===== src/rtl/fc_layer_sequencer.sv =====
// fc_layer_sequencer
// Control FSM for the fully-connected datapath. A pass walks G output-channel
// groups; for each group it issues K input/weight reads (one tile per cycle),
// drains the memory and PE pipeline, and then presents the group result to the
// downstream result path with a valid/ready handshake. This block has no
// arithmetic datapath.
//
// Ports:
//   clk, reset            single rising-edge clock, synchronous active-high reset
//   start                 begin one layer pass (sampled only in IDLE)
//   busy, done            pass in progress / one-cycle end-of-pass pulse
//   inp_rd_en/addr        input memory read (addr = tile t)
//   wgt_rd_en/addr        weight read shared by all banks (addr = g*K + t)
//   bias_rd_en/addr       bias read on the first tile of each group (addr = g)
//   pe_valid/first/last   PE strobes aligned with the 1-cycle memory latency
//   acc_valid/group/ready group result handshake towards the result path

module fc_layer_sequencer #(
    parameter int ARRAY_N        = 16,
    parameter int ARRAY_M        = 2,
    parameter int INP_CHANNEL    = 96,
    parameter int OUTPUT_CHANNEL = 10,
    parameter int ADDR_WIDTH     = 10,
    parameter int PIPE_LAT       = 2,
    localparam int G             = OUTPUT_CHANNEL / ARRAY_M,
    localparam int GRP_W         = (G > 1) ? $clog2(G) : 1
) (
    input  logic                  clk,
    input  logic                  reset,
    input  logic                  start,
    output logic                  busy,
    output logic                  done,
    output logic                  inp_rd_en,
    output logic [ADDR_WIDTH-1:0] inp_rd_addr,
    output logic                  wgt_rd_en,
    output logic [ADDR_WIDTH-1:0] wgt_rd_addr,
    output logic                  bias_rd_en,
    output logic [ADDR_WIDTH-1:0] bias_rd_addr,
    output logic                  pe_valid,
    output logic                  pe_first,
    output logic                  pe_last,
    output logic                  acc_valid,
    output logic [GRP_W-1:0]      acc_group,
    input  logic                  acc_ready
);

    localparam int K  = INP_CHANNEL / ARRAY_N;
    localparam int TW = (K > 1) ? $clog2(K) : 1;
    localparam int DW = (PIPE_LAT > 0) ? $clog2(PIPE_LAT + 1) : 1;

    localparam logic [TW-1:0]    T_LAST = TW'(K - 1);
    localparam logic [GRP_W-1:0] G_LAST = GRP_W'(G - 1);
    localparam logic [DW-1:0]    D_LAST = DW'(PIPE_LAT);

    typedef enum logic [2:0] {
        S_IDLE,
        S_ISSUE,
        S_DRAIN,
        S_WRITE,
        S_DONE
    } state_t;

    state_t                  state, state_next;
    logic [TW-1:0]           t, t_next;
    logic [GRP_W-1:0]        g, g_next;
    logic [DW-1:0]           d, d_next;
    // Weight addresses g*K+t are contiguous over the whole pass, so a plain
    // running counter replaces the multiply-add.
    logic [ADDR_WIDTH-1:0]   wa, wa_next;

    logic issue;

    always_ff @(posedge clk) begin
        if (reset) begin
            state <= S_IDLE;
            t     <= '0;
            g     <= '0;
            d     <= '0;
            wa    <= '0;
        end else begin
            state <= state_next;
            t     <= t_next;
            g     <= g_next;
            d     <= d_next;
            wa    <= wa_next;
        end
    end

    always_comb begin
        state_next = state;
        t_next     = t;
        g_next     = g;
        d_next     = d;
        wa_next    = wa;
        case (state)
            S_IDLE: begin
                if (start) begin
                    state_next = S_ISSUE;
                    t_next     = '0;
                    g_next     = '0;
                    wa_next    = '0;
                end
            end
            S_ISSUE: begin
                wa_next = wa + 1'b1;
                if (t == T_LAST) begin
                    state_next = S_DRAIN;
                    t_next     = '0;
                    d_next     = '0;
                end else begin
                    t_next = t + 1'b1;
                end
            end
            S_DRAIN: begin
                // 1 + PIPE_LAT cycles: memory latency plus PE pipeline.
                if (d == D_LAST) begin
                    state_next = S_WRITE;
                end else begin
                    d_next = d + 1'b1;
                end
            end
            S_WRITE: begin
                if (acc_ready) begin
                    if (g == G_LAST) begin
                        state_next = S_DONE;
                    end else begin
                        state_next = S_ISSUE;
                        g_next     = g + 1'b1;
                        t_next     = '0;
                    end
                end
            end
            S_DONE: begin
                state_next = S_IDLE;
                g_next     = '0;
                wa_next    = '0;
            end
            default: begin
                state_next = S_IDLE;
            end
        endcase
    end

    assign issue        = (state == S_ISSUE);
    assign busy         = (state != S_IDLE);
    assign done         = (state == S_DONE);
    assign inp_rd_en    = issue;
    assign wgt_rd_en    = issue;
    assign bias_rd_en   = issue && (t == '0);
    assign inp_rd_addr  = issue ? ADDR_WIDTH'(t) : '0;
    assign wgt_rd_addr  = issue ? wa : '0;
    assign bias_rd_addr = bias_rd_en ? ADDR_WIDTH'(g) : '0;
    assign acc_valid    = (state == S_WRITE);
    assign acc_group    = acc_valid ? g : '0;

    // PE strobes follow the read enables by the fixed 1-cycle memory latency.
    always_ff @(posedge clk) begin
        if (reset) begin
            pe_valid <= 1'b0;
            pe_first <= 1'b0;
            pe_last  <= 1'b0;
        end else begin
            pe_valid <= issue;
            pe_first <= issue && (t == '0);
            pe_last  <= issue && (t == T_LAST);
        end
    end

endmodule

===== config.mk =====
export PLATFORM = sky130hd
export DESIGN_NAME = fc_layer_sequencer
export DESIGN_NICKNAME = d
export VERILOG_FILES = /design/src/rtl/fc_layer_sequencer.sv
export SDC_FILE = /design/constraint.sdc
export NUM_CORES = 1
export LEC_CHECK = 0
export ABC_AREA = 1
export BUFFER_PORTS_ARGS = -buffer_cell sky130_fd_sc_hd__buf_2
export CORE_MARGIN = 2
export CORE_UTILIZATION = 35
export CTS_CLUSTER_DIAMETER = 60
export DETAILED_ROUTE_END_ITERATION = 16
export MAX_ROUTING_LAYER = met4
export PLACE_DENSITY = 0.66
export REMOVE_ABC_BUFFERS = 1
export SLEW_MARGIN = 30
export SYNTH_ARGS = -nofsm -noshare
export SYNTH_HDL_FRONTEND = slang
export SYNTH_SLANG_ARGS = --single-unit

===== constraint.sdc =====
create_clock -name clk -period 3.1 [get_ports clk]
set_input_delay 0.93 -clock clk [delete_from_list [all_inputs] [get_ports clk]]
set_output_delay 0.93 -clock clk [all_outputs]
set_load 0.01 [all_outputs]

==> Word-level counts from Yosys, hierarchy flattened <==
Cells that the tools add are included.
{ "totals": {"register_bits": 24} }
{ "classes": {"mux": 23, "addsub": 4, "n_reduce_logical": 14, "eq_ne": 13} }
{ "ops": {"columns": ["operator", "n"], "rows": [
  ["$mux W3", 14],
  ["$pmux W10 S3", 1],
  ["$mux W10", 2],
  ["$pmux W3 S3", 2],
  ["$pmux W3 S4", 1],
  ["$reduce_and A4 Y1", 3],
  ["$reduce_bool A3 Y1", 4],
  ["$add A10 B1 Y10 const B", 1],
  ["$eq A3 B3 Y1 const B", 3],
  ["$ne A2 B2 Y1 const B", 4],
  ["$add A3 B1 Y3 const B", 2],
  ["$eq A3 B2 Y1 const B", 2],
  ["$logic_not A3 Y1", 2],
  ["$mux W2", 2],
  ["$ne A2 B1 Y1 const B", 2],
  ["$pmux W2 S2", 1],
  ["$eq A3 B1 Y1 const B", 1],
  ["$reduce_and A3 Y1", 1],
  ["$add A2 B1 Y2 const B", 1],
  ["$eq A2 B2 Y1 const B", 1],
  ["$logic_and A1 B1 Y1", 2],
  ["$reduce_and A2 Y1", 1],
  ["$reduce_bool A2 Y1", 1]
]} }

==> Logic depth before layout (Yosys ltp) <==
{ "depth": {"depth_word": 4, "ltp_mapped": 10} }

==> Worst setup path after synthesis <==
OpenSTA, ideal clock, no wires.
{ "synth_path": {"path_type": "register -> output", "from": "register state[1]", "to": "output port bias_rd_addr[0]", "arrival_ns": 1.093, "stages_incl_launch_ff": 7, "required_time_ns": 2.170, "slack_ns": 1.077, "cell_sequence": "dfxtp_1 buf_4 inv_1 nand3_4 inv_2 nand2_1 nor2_1"} }
{ "synth_via": {"elab_chain_len": 3} }
{ "synth_lines": {"columns": ["item", "line_no", "text"], "rows": [
  ["from (decl)", "63", "state_t state, state_next;"],
  ["from (signal assigned)", "81", "state <= state_next;"],
  ["$eq A3 B1 Y1", "144", "assign issue = (state == S_ISSUE);"],
  ["net inp_rd_en", "33", "output logic inp_rd_en,"],
  ["$logic_and A1 B1 Y1", "149", "assign bias_rd_en = issue && (t == '0);"],
  ["$mux W3", "152", "assign bias_rd_addr = bias_rd_en ? ADDR_WIDTH'(g) : '0;"],
  ["to (decl)", "38", "output logic [ADDR_WIDTH-1:0] bias_rd_addr,"]
]} }
The timed path passes the listed nets, and every way through them passes these cells.

==> Worst setup path in the final report <==
{ "layout_path": {"from": "register state[0]", "to": "output port bias_rd_addr[1]"} }
{ "layout_via": {"elab_chain_len": 3} }
{ "layout_lines": {"columns": ["item", "line_no"], "rows": [
  ["$eq A3 B1 Y1", "144"],
  ["$logic_and A1 B1 Y1", "149"],
  ["$mux W3", "152"]
]} }
No other way between the ends.

==> results.cfg <==
[timing]
finalCritPeriodShare_pct = 85.4
min_period_ps = 2650
hold_violations = 0
finalSetupTns_ps = 0
slew_viol_final = 0
skew_ps = 7.70
fmax_mhz = 378
setup_viol_count_final = 0
holdWs_ps = 490
rsz0062_at_grt = no

[finish]
multiInputGateArea_um2 = 811
fillers = 478
stdcell_count = 326
layout-drive-gt1-share_pct = 16.4
mostFrequentLayoutCells = nor2_1 (53), nand2_1 (49), inv_1 (39)
area_growth_pct = 12.3
nNetsFinal = 283
layout_commonest_cell = nor2_1
antenna_cells = 0
seqCellArea_um2 = 480

[yosys]
synthTopCellsByArea = dfxtp_1 (31%), nor2_1 (13%), nand2_1 (12%)
netlist.area_leader.share_pct = 31.0
synth_cell_types = 26
synth-seq-cells = 24
synth-xor-area-share_pct = 0.565
synth_compound_area_share_pct = 7.18
syn_area_um2 = 1550
syn_area_per_cell_um2 = 6.30
yosysTopAreaCell = dfxtp_1
ys_warn_count = 0
synth_mux_area_share_pct = 0
synth_adder_area_share_pct = 3.23
synth_simple_gate_area_share_pct = 37.9
synthCells = 246
yosysSeqAreaShare_pct = 31.0
synth_top_family_by_area = simple AND/OR/NAND/NOR gates

[hold_path]
worstHoldPathCells = 2
hp-start = g[0]
hp-class = reg -> reg
hold_end = g[0]

[drt]
drtIter0Drc = 40
via_per_inst = 4.50
drt_wl_total_um = 3270
num_vias = 1468
ant_nets = 0
drc = 0
wire_per_inst_um = 10.0
first_pass_iters = 4

[critical_path]
cp_data_arrival_time_ps = 1720
required_ps = 2170
critical_path_class = reg -> out
path_cells = nand3_4, inv_2, nand2_1, nor2_1, buf_2
startpoint_type = flip-flop
crit_fanout = 19
cp_num_buf_inv = 2
cp_top_family = simple AND/OR/NAND/NOR gates
timing.reg2reg.setup_slack_ps = 1590
crit-reg2reg-launch = state[0]
slowest_stage = dfxtp_1
reg2reg_to = wa[9]
cp-end-kind = output pin
critical-path-max-stage-delay_ps = 540
reg2regPathDepth = 7

[power]
powerDensity_nw_per_um2 = 729
p_total_mw = 1.27
p_leak_nw = 0.857
peakVddDrop_uv = 346

[clocking]
clk_latency_ps = 270
cts_tree = yes
numCtsBuffers = 3
post_cts_buffers = 0
cts.clk_slew.worst_paths_ps = 90
cts_sinks = 24
ctsHoldBuffers = 0
clockBufferDepth = 2
cts-root-buf = clkbuf_8
cts_repair_resize_count = 0
cts_max_level = 1

[placement]
place_inst = 322
dpl.hpwl_um = 2530
port_buffers = 31
routabilityCongestion = 0.851

[die]
io_pins = 46
row_count = 24
die_h_um = 70.6
start_util_pct = 35.9
core_area_um2 = 4320
fp.dieW_um = 70.6
die_area_um2 = 4980

[outcome]
status = complete, no violations

[global_routing]
grtUsageTotal_pct = 14.2
antenna_found_initial = 0
grt_pass1_vias = 1287
grt_pass1_wl_um = 5570
grt_max_degree = 20
grt_overflow = 0

[run]
cap_violations = 0
worst min-delay path, cell delays in order, from the launching register on:
cell,delay (ps)
dfxtp_1,340
nand2_1,70
a21oi_1,50
through the flow:
stage | util [%] | cell area, um^2 | setup WS, ps
floorplan | - | 1450 | 960
global placement | 38.6 | 1670 | 781
detailed placement | 38.6 | 1670 | 736
CTS | 40.2 | 1740 | 432
global route | 40.2 | 1740 | 260
finish | 40.2 | 1740 | 453
layout make-up:
class / count / share of cell area [%]
clock inverters: 1 / 1.73
clock buffers: 3 / 2.37
repair buffers: 31 / 8.91
multi-input cells: 173 / 46.6
flip-flops and latches: 24 / 27.6
inverters: 42 / 9.06
well taps: 52 / 3.74
layer usage:
layer | track usage, % | part of all wire [%] | vias to the layer above
met5 | - | 0 | -
met4 | 6.29 | 1.8 | 0
met3 | 1.85 | 6.2 | 5
met2 | 22.5 | 43 | 50
met1 | 18.0 | 49 | 630
li1 | - | - | 783
worst max-delay path by stage:
| stage | start | endpoint | cells after the start |
|---|---|---|---|
| floorplan | state[0] | bias_rd_addr[0] | 4 |
| global placement | state[0] | bias_rd_addr[0] | 5 |
| detailed placement | state[0] | bias_rd_addr[1] | 5 |
| CTS | state[0] | bias_rd_addr[1] | 5 |
| global route | state[0] | bias_rd_addr[2] | 5 |
| finish | state[0] | bias_rd_addr[1] | 5 |
flip-flops by register name, summed over array words and instances, names as in the netlist:
| name | cells |
|---|---|
| wa | 10 |
| g | 3 |
| state | 3 |
| t | 3 |
| d | 2 |
| pe_first | 1 |
| pe_last | 1 |
| pe_valid | 1 |
synth_stat cells:
cell and instances:
clkbuf_1 1, nor3b_1 1, xnor2_1 1, nand2_1 49
nand3_2 2, nand3b_1 2, o21ai_0 5, nor2_4 2
nor2_2 1, nor3_1 3, nand4_1 5, o21ai_1 2
nand3_1 14, nand3_4 1, dfxtp_1 24, inv_2 3
inv_1 39, nor2_1 53, a21oi_1 12, conb_1 1
buf_6 2, ha_1 4, buf_1 1, a22oi_1 1
o21ai_2 1, buf_4 16
cell families after synthesis:
| group | after synthesis |
|---|---|
| AND/OR/NAND/NOR | 133 |
| buffers and inverters | 62 |
| flip-flops | 24 |
| AO/OA/AOI/OAI | 21 |
| adder cells (fa/ha/maj) | 4 |
| XOR/XNOR | 1 |
| other | 1 |
power by group:
group | total (mW) | leakage [nW] | switching, mW | internal (mW)
registers | 0.424 | 0.195 | 0.0624 | 0.362
logic | 0.567 | 0.626 | 0.387 | 0.180
clock network | 0.278 | 0.0357 | 0.105 | 0.173
Power figures use the tool's default switching activity.
